### config.mk
export PLATFORM = sky130hd
export DESIGN_NAME = bus_arbiter_24bit
export DESIGN_NICKNAME = d
export VERILOG_FILES = /design/src/rtl/pic24_bus_pkg.sv /design/src/rtl/rr_priority_picker.sv /design/src/rtl/bus_arbiter_24bit.sv
export SDC_FILE = /design/constraint.sdc
export NUM_CORES = 1
export LEC_CHECK = 0
export CAP_MARGIN = 10
export CORE_ASPECT_RATIO = 2
export CORE_MARGIN = 5
export CORE_UTILIZATION = 24
export CTS_CLUSTER_SIZE = 30
export DETAILED_ROUTE_END_ITERATION = 10
export PLACE_DENSITY = 0.42
export SYNTH_ARGS = -nofsm -noshare
export SYNTH_HDL_FRONTEND = slang
export SYNTH_HIERARCHICAL = 1
export SYNTH_SLANG_ARGS = --single-unit
### constraint.sdc
create_clock -name clk_i -period 4.6 [get_ports clk_i]
set_input_delay 0.46 -clock clk_i [delete_from_list [all_inputs] [get_ports clk_i]]
set_output_delay 0.46 -clock clk_i [all_outputs]
set_load 0.1 [all_outputs]
### src/rtl/pic24_bus_pkg.sv
// ---------------------------------------------------------------------------
// pic24_bus_pkg
// Shared types and default constants for the 24-bit tri-state data bus
// arbitration logic.
//   arb_state_t      : arbiter sequencer states (IDLE, GRANT, TURN)
//   BUS_WIDTH        : width of the shared data bus driven through the latches
//   DEF_N_REQ        : default number of requesters / bus latches
//   DEF_TURN_CYCLES  : default all-enables-off cycles between owners
//   DEF_MAX_HOLD     : default ownership limit when hold limiting is built in
// ---------------------------------------------------------------------------
package pic24_bus_pkg;

  typedef enum logic [1:0] {
    IDLE  = 2'd0,
    GRANT = 2'd1,
    TURN  = 2'd2
  } arb_state_t;

  localparam int BUS_WIDTH       = 24;
  localparam int DEF_N_REQ       = 4;
  localparam int DEF_TURN_CYCLES = 1;
  localparam int DEF_MAX_HOLD    = 16;

endpackage : pic24_bus_pkg

### src/rtl/rr_priority_picker.sv
// ---------------------------------------------------------------------------
// rr_priority_picker
// Combinational round-robin winner selection. The search starts at the
// requester just after last_i and wraps, so last_i itself is checked last
// (lowest priority). Generic enough for any shared-resource arbiter.
//
// Ports:
//   req_i    [N_REQ-1:0]  request vector
//   last_i   [ID_W-1:0]   index of the previous owner
//   grant_o  [N_REQ-1:0]  one-hot winner (all zero when no request)
//   idx_o    [ID_W-1:0]   index of the winner (0 when no request)
//   any_o                 at least one request is present
// ---------------------------------------------------------------------------
module rr_priority_picker #(
  parameter  int N_REQ = 4,
  localparam int ID_W  = $clog2(N_REQ)
) (
  input  logic [N_REQ-1:0] req_i,
  input  logic [ID_W-1:0]  last_i,
  output logic [N_REQ-1:0] grant_o,
  output logic [ID_W-1:0]  idx_o,
  output logic             any_o
);

  always_comb begin
    logic [ID_W-1:0] w_k;
    // NOTE: every output gets a default before the search loop; a path that
    // leaves one unassigned would infer a latch.
    w_k     = '0;
    grant_o = '0;
    idx_o   = '0;
    any_o   = 1'b0;
    // Offsets 1..N_REQ from the last owner; offset N_REQ lands back on the
    // last owner, so it only wins when nobody else is asking.
    for (int i = 1; i <= N_REQ; i++) begin
      w_k = ID_W'((int'(last_i) + i) % N_REQ);
      if (!any_o && req_i[w_k]) begin
        any_o        = 1'b1;
        grant_o[w_k] = 1'b1;
        idx_o        = w_k;
      end
    end
  end

endmodule : rr_priority_picker

### src/rtl/bus_arbiter_24bit.sv
// ---------------------------------------------------------------------------
// bus_arbiter_24bit
// Round-robin arbiter and sequencer for the shared 24-bit tri-state data bus.
// Each requester owns one 24-bit bus latch; this block produces the latch
// enables. At most one enable is ever high, and between two owners all
// enables stay low for exactly TURN_CYCLES cycles so drivers never overlap.
//
// Build option:
//   BUS_ARB_MAXHOLD_EN  when defined, an owner is forced off the bus after
//                       MAX_HOLD consecutive granted cycles; when undefined,
//                       ownership lasts as long as the request is held.
//
// Ports:
//   clk_i     clock, rising edge
//   rst_i     asynchronous active-high reset
//   req_i     [N_REQ-1:0] level-held bus requests
//   en_o      [N_REQ-1:0] registered one-hot-or-zero latch enables
//   gnt_id_o  [ID_W-1:0]  current owner index, meaningful while en_o != 0
//   busy_o    high while in GRANT or TURN
// ---------------------------------------------------------------------------
module bus_arbiter_24bit
  import pic24_bus_pkg::*;
#(
  parameter  int N_REQ       = DEF_N_REQ,
  parameter  int TURN_CYCLES = DEF_TURN_CYCLES,
  parameter  int MAX_HOLD    = DEF_MAX_HOLD,
  localparam int ID_W        = $clog2(N_REQ)
) (
  input  logic             clk_i,
  input  logic             rst_i,
  input  logic [N_REQ-1:0] req_i,
  output logic [N_REQ-1:0] en_o,
  output logic [ID_W-1:0]  gnt_id_o,
  output logic             busy_o
);

  // Sized to hold TURN_CYCLES-1, never narrower than one bit.
  localparam int TURN_W = (TURN_CYCLES > 1) ? $clog2(TURN_CYCLES) : 1;

  if (N_REQ < 2 || N_REQ > 8 || TURN_CYCLES < 1 || MAX_HOLD < 1) begin : g_param_check
    $error("bus_arbiter_24bit: parameter out of legal range");
  end

  arb_state_t        r_state,    w_state_nxt;
  logic [N_REQ-1:0]  r_en,       w_en_nxt;
  logic [ID_W-1:0]   r_gnt_id,   w_gnt_nxt;
  logic [ID_W-1:0]   r_last,     w_last_nxt;
  logic [TURN_W-1:0] r_turn_cnt, w_turn_nxt;
  logic              r_busy,     w_busy_nxt;
  logic              w_release;
  logic              w_take;

`ifdef BUS_ARB_MAXHOLD_EN
  localparam int HOLD_W = $clog2(MAX_HOLD + 1);
  logic [HOLD_W-1:0] r_hold_cnt, w_hold_nxt;
`endif

  logic [N_REQ-1:0] w_pick_onehot;
  logic [ID_W-1:0]  w_pick_idx;
  logic             w_pick_any;

  rr_priority_picker #(
    .N_REQ (N_REQ)
  ) u_picker (
    .req_i   (req_i),
    .last_i  (r_last),
    .grant_o (w_pick_onehot),
    .idx_o   (w_pick_idx),
    .any_o   (w_pick_any)
  );

  always_comb begin
    w_state_nxt = r_state;
    w_en_nxt    = r_en;
    w_gnt_nxt   = r_gnt_id;
    w_last_nxt  = r_last;
    w_turn_nxt  = r_turn_cnt;
    w_release   = 1'b0;
    w_take      = 1'b0;
`ifdef BUS_ARB_MAXHOLD_EN
    w_hold_nxt  = r_hold_cnt;
`endif

    case (r_state)
      IDLE: begin
        w_en_nxt = '0;
        w_take   = w_pick_any;
      end

      GRANT: begin
        w_release = !req_i[r_gnt_id];
`ifdef BUS_ARB_MAXHOLD_EN
        // r_hold_cnt equals the number of cycles en_o has already been high.
        if (r_hold_cnt == HOLD_W'(MAX_HOLD)) begin
          w_release = 1'b1;
        end else begin
          w_hold_nxt = r_hold_cnt + 1'b1;
        end
`endif
        if (w_release) begin
          w_en_nxt    = '0;
          w_last_nxt  = r_gnt_id;
          w_turn_nxt  = TURN_W'(TURN_CYCLES - 1);
          w_state_nxt = TURN;
        end
      end

      TURN: begin
        w_en_nxt = '0;
        if (r_turn_cnt != '0) begin
          w_turn_nxt = r_turn_cnt - 1'b1;
        end else if (w_pick_any) begin
          w_take = 1'b1;
        end else begin
          w_state_nxt = IDLE;
        end
      end

      default: begin
        w_en_nxt    = '0;
        w_state_nxt = IDLE;
      end
    endcase

    // Arbitration outcome shared by IDLE and the last TURN cycle.
    if (w_take) begin
      w_state_nxt = GRANT;
      w_en_nxt    = w_pick_onehot;
      w_gnt_nxt   = w_pick_idx;
`ifdef BUS_ARB_MAXHOLD_EN
      w_hold_nxt  = HOLD_W'(1);
`endif
    end

    w_busy_nxt = (w_state_nxt != IDLE);
  end

  // The asynchronous reset drops every enable immediately, so the bus floats
  // even if reset arrives mid-grant.
  always_ff @(posedge clk_i or posedge rst_i) begin
    if (rst_i) begin
      r_state    <= IDLE;
      r_en       <= '0;
      r_gnt_id   <= '0;
      r_last     <= ID_W'(N_REQ - 1);
      r_turn_cnt <= '0;
      r_busy     <= 1'b0;
`ifdef BUS_ARB_MAXHOLD_EN
      r_hold_cnt <= '0;
`endif
    end else begin
      // NOTE: state registers use non-blocking assignments so every register
      // samples the pre-edge values regardless of statement order.
      r_state    <= w_state_nxt;
      r_en       <= w_en_nxt;
      r_gnt_id   <= w_gnt_nxt;
      r_last     <= w_last_nxt;
      r_turn_cnt <= w_turn_nxt;
      r_busy     <= w_busy_nxt;
`ifdef BUS_ARB_MAXHOLD_EN
      r_hold_cnt <= w_hold_nxt;
`endif
    end
  end

  assign en_o     = r_en;
  assign gnt_id_o = r_gnt_id;
  assign busy_o   = r_busy;

endmodule : bus_arbiter_24bit

## After elaboration in Yosys (flattened, before gate mapping)

Index checks and enable logic that the tools add are counted.

| word-level totals | value |
|---|---|
| memories kept | 0 |
| memory bits (read-only) | 0 |
| memory bits (writable) | 0 |
| input port bits | 6 |
| bits in latches | 0 |
| logic and storage cells | 87 |
| output and inout bits | 7 |
| flip-flop bits (word level) | 12 |

| operators by class | value |
|---|---|
| shift-type cells | 0 |
| muxes and demuxes | 44 |
| bitwise gates (word level) | 4 |
| eq/ne operators | 4 |
| div/mod/pow operators | 0 |
| magnitude comparators | 9 |
| reductions and logical operators | 15 |
| multiply operators | 0 |
| $add $sub $neg | 5 |

Operators with widths:

| operator | count |
|---|---|
| $mux 4 | 7 |
| $mux 1 | 17 |
| $mux 2 | 8 |
| $lt 2x3->1 const B | 5 |
| $or 4x4->4 | 3 |
| $bmux 1 s2 | 5 |
| $demux 1 s2 | 4 |
| $ge 2x1->1 const B | 4 |
| $logic_and 1x1->1 | 7 |
| $pmux 2 s3 | 1 |
| $add 2x1->2 const B | 2 |
| $add 2x2->2 const B | 2 |
| $pmux 1 s2 | 2 |
| $reduce_and 2->1 | 2 |
| $reduce_bool 2->1 | 2 |
| $logic_not 1->1 | 3 |
| $ne 3x3->1 const B | 1 |
| $eq 2x1->1 const B | 1 |
| $eq 2x2->1 const B | 1 |
| $logic_not 2->1 | 1 |
| $ne 2x2->1 const B | 1 |
| $not 1->1 | 1 |
| $sub 1x1->1 const B | 1 |

## Depth between registers and ports, before layout

| logic depth | value |
|---|---|
| depth after elaboration | 18 |
| depth in mapped cells | 9 |
| mapped depth without buffers | 7 |

## Cells and area by module

Netlist, hierarchy kept.

By module, submodules not included:

| module | cells each | times used | area an instance (sq um) | seq. area each (sq um) |
|---|---|---|---|---|
| rr_priority_picker | 68 | 1 | 525.5 | 0.0 |
| bus_arbiter_24bit | 34 | 1 | 485.5 | 277.8 |

## Least setup slack after synthesis

No wires, ideal clock.

| path | value |
|---|---|
| kind | register -> register |
| start point | reg r_last[0] |
| end point | reg r_en[0], in the netlist en_o[0] |
| slack | 2395 ps |
| period minus slack after synthesis | 2205 ps |
| path buffers | 2 |
| data required time | 4478 ps |
| cell stages (with the launch flop) | 9 |
| setup time | 122 ps |
| arrival | 2084 ps |
| cell sequence | dfstp_2 > buf_4 > inv_2 > ha_1 > buf_6 > mux2i_4 > o21ai_1 > a221o_1 > a32o_1 |

| on the way | value |
|---|---|
| elaborated cells between the ends (all ways) | 54 |
| those cells by class | 4 x add/sub; 8 x order compare; 1 x eq/ne; 28 x mux; 3 x bitwise; 10 x reduce/logical |

RTL lines:

| item | line | text |
|---|---|---|
| from (decl) | bus_arbiter_24bit.sv:47 | `logic [ID_W-1:0] r_last, w_last_nxt;` |
| from (signal assigned) | bus_arbiter_24bit.sv:145 | `r_last <= ID_W'(N_REQ - 1);` |
| from (signal assigned) | bus_arbiter_24bit.sv:157 | `r_last <= w_last_nxt;` |
| branches (longest 12 deep; another with $lt 2x3->1) | - |  |
| $mux 4 * | rr_priority_picker.sv:37 | `if (!any_o && req_i[w_k]) begin` |
| named net w_pick_onehot[0] | bus_arbiter_24bit.sv:58 | `logic [N_REQ-1:0] w_pick_onehot;` |
| $mux 4 * | bus_arbiter_24bit.sv:126 | `if (w_take) begin` |
| to (signal assigned) | bus_arbiter_24bit.sv:155 | `r_en <= w_en_nxt;` |
| to (decl) | bus_arbiter_24bit.sv:45 | `logic [N_REQ-1:0] r_en, w_en_nxt;` |

Mark *: on every way through the listed nets, which the timed path passes. The select of a mux whose other input is x is not followed.
A chain may end at the register's enable or synchronous reset.

## Final worst setup path

Same ends and word-level chain as after synthesis.

==> results_dict.tcl <==
set metrics [dict create \
    run_status "finished, final reports clean" \
    synth_ff_type "dfrtp_1" \
    arrival_ns 2.67 \
    hold_violations 0 \
    routed_length_on_met1_um 940 \
    clock_latency_ns 0.24 \
    die_area_um2 5689 \
    wl_met2_mm 1.466 \
    static-leakage-power_nw 0.4859 \
    floorplan.die.height_um 101.8 \
    syn_nets 116 \
    worstSetupEndpointType "flop" \
    yosysWarnings 6 \
    syn_to_final_growth_pct 18.32 \
    fraction_of_layout_instances_using_a_drive_strength_above_1_pct 17.70 \
    drv.max_cap_violation_count 0 \
    max_freq_ghz 0.3915 \
    fin_crit_sh_pct 55.53 \
    cts_setup_buffers 0 \
    synth_async_sr_flop_share_pct 100.0 \
    finalSetupViolCount 0 \
    edff_count_synth 0 \
    setup.worst_path.class "flop to flop" \
    io_pins 13 \
    cts_resized 0 \
    r2r_cells 6 \
    synth.ff_latch_count 11 \
    detail_route.iter0.violations 30 \
    timing.critical_path.slowest_stage_cell "dfstp_2" \
    place_worst_setup_slack_ns 2.023 \
    maxSlewHeadroom_pct 34.80 \
    totalWireLength_mm 2.646 \
    track_usage_pct 10.04 \
    insertedDiodeCount 0 \
    synthesis.area_um2 1011 \
    grt_start_max_net_pins 18 \
    critical_path.max_fanout 17 \
    ys_top_cells_by_count "12 x nand2_1, 9 x dfrtp_1, 8 x ha_1" \
    power.density_cell_area_nw_per_um2 830.2 \
    detail-route-antenna-nets 0 \
    netlist.top_cell.by_area "dfrtp_1" \
    timing.critical_path.cells "inv_2, ha_1, mux2i_4, o21ai_1, a221o_1, a32o_1" \
    grt_remaining_overflow 0 \
    cts_htree_levels 1 \
    synth_top_area_share_pct 22.28 \
    design.final.nets 128 \
    core.rowCount 33 \
    cts_num_sinks 11 \
    post-route-worst-setup-slack_ns 2.046 \
    vdd_drop_max_uv 465.8 \
    crit_path_max_incr_delay_ns 0.73 \
    synthMostInstantiatedCell "nand2_1" \
    grt_antenna_before_repair 0 \
    core_um2 4088 \
    ys_types 43 \
    floorplan.die.width_um 55.90 \
    hp-class "input pin to asynchronous set/reset pin" \
    grt_setup_unrepaired "false" \
    post_dp_cell_area_um2 1151 \
    dr.max_layer_used "met4" \
    start_util_pct 24.73 \
    gp_routability_congestion 0.7866 \
    post_synth.cell_area_avg_um2 9.911 \
    cts_tree "yes" \
    cts.path.max_buffers 2 \
    drt_pre_antenna_iters 5 \
    grt_pass1_wl_mm 4.374 \
    clk_pin_slew_worst_paths_ns 0.05 \
    grt_pass1_vias 912 \
    tightest_slew_ns 0.9749 \
    synth-seq-area-share_pct 27.48 \
    timing.critical_path.from_type "flop" \
    io_buffer_count 12 \
    worst_clock_skew_ns 0.004463 \
    cts-root-buf "clkbuf_8" \
    tritoncts.num_buffers 3 \
    timing.hold.ws_ns 0.5172 \
    worst-endpoint-required_ns 4.72 \
    detail_route.vias_per_cell 5.024 \
    tns_ns 0 \
    final_area_um2 1196 \
    number_of_buffers_inserted_for_hold_repair_after_clock_tree_synthesis 0 \
    netlist_instances 102 \
    post-route-drc-count 0 \
    timing.final.crit_period_ns 2.554 \
    wire_per_inst_um 16.04 \
    dr_wl_met3_um 87 \
    dp.final_hpwl_mm 2.082 \
    overall_power_consumption_uw 993.0 \
    synth.top_cells.by_area "dfrtp_1 22%, ha_1 9.9%, dfstp_2 5.2%" \
    final_max_slew_viol_count 0 \
    num_vias 829 \
]
==> area by class of cell <==
class | count | area [um2]
Sequential cell | 11 | 277.8
Multi-Input combinational cell | 81 | 669.4
Fill cell | 431 | 2892
Clock buffer | 4 | 45.04
Inverter | 5 | 18.77
Tap cell | 52 | 65.06
Timing Repair Buffer | 12 | 120.1
==> cell usage in the layout (no fill, tap or decap), types with 4 or more instances in the layout <==
| cell | instances |
|---|---|
| a221o_1 | 4 |
| a32o_1 | 4 |
| clkdlybuf4s50_1 | 12 |
| dfrtp_1 | 9 |
| ha_1 | 8 |
| inv_1 | 4 |
| mux2i_1 | 5 |
| nand2_1 | 12 |
| nor2_1 | 7 |
| o21ai_1 | 5 |
==> kinds of logic after synthesis <==
| kind of cell | count (synthesis) | share of synthesized area (%) |
|---|---|---|
| adders and majority gates | 8 | 9.901 |
| and+or+nand+nor | 31 | 15.10 |
| AOI/OAI and AO/OA | 31 | 26.61 |
| buffers and inverters | 10 | 6.311 |
| muxes | 11 | 14.60 |
| DFF | 11 | 27.48 |
==> critical path, delay by kind of cell (launching register included) <==
| family | cells | cell delay (ns) |
|---|---|---|
| adders and majority gates | 1 | 0.55 |
| buffers and inverters | 1 | 0.13 |
| AOI/OAI and AO/OA | 3 | 0.62 |
| DFF | 1 | 0.73 |
| muxes | 1 | 0.39 |
==> registers in the layout, indices dropped and copies added, names as in the netlist <==
signal	flops
gnt_id_o	2
en_o	4
r_last	2
r_state	2
busy_o	1
==> per-layer routing <==
| metal | GRT usage [%] | vias up |
|---|---|---|
| met5 | 0 | - |
| met2 | 18.98 | 24 |
| met4 | 8.044 | 0 |
| li1 | - | 400 |
| met3 | 1.531 | 13 |
| met1 | 9.339 | 392 |
==> worst paths after layout <==
path                                  startpoint               endpoint  slack, ns
min in group clk_i           en_o[1]$_DFFE_PP0P_    en_o[1]$_DFFE_PP0P_       0.52
max in group asynchronous                  rst_i  r_last[1]$_DFFE_PP1P_       3.76
hold / removal                             rst_i   r_state[1]$_DFF_PP0_       0.52
setup / recovery           r_last[0]$_DFFE_PP1P_    en_o[0]$_DFFE_PP0P_       2.05
setup reg to reg           r_last[0]$_DFFE_PP1P_    en_o[0]$_DFFE_PP0P_       2.05
hold reg to reg              en_o[1]$_DFFE_PP0P_    en_o[1]$_DFFE_PP0P_       0.52
==> metrics by stage <==
| stage | utilization [%] | std cells |
|---|---|---|
| CTS | 29.26 | 165 |
| finish | 29.26 | 165 |
| global route | 29.26 | 165 |
| global placement | 28.16 | 161 |
| detailed placement | 28.16 | 161 |
| floorplan | - | 102 |
==> power breakdown <==
group	internal (mW)	total [mW]	switching, mW
Combinational	0.267	0.686	0.419
Clock	0.0608	0.0966	0.0358
Sequential	0.145	0.211	0.0655
Power figures use the tool's default switching activity.
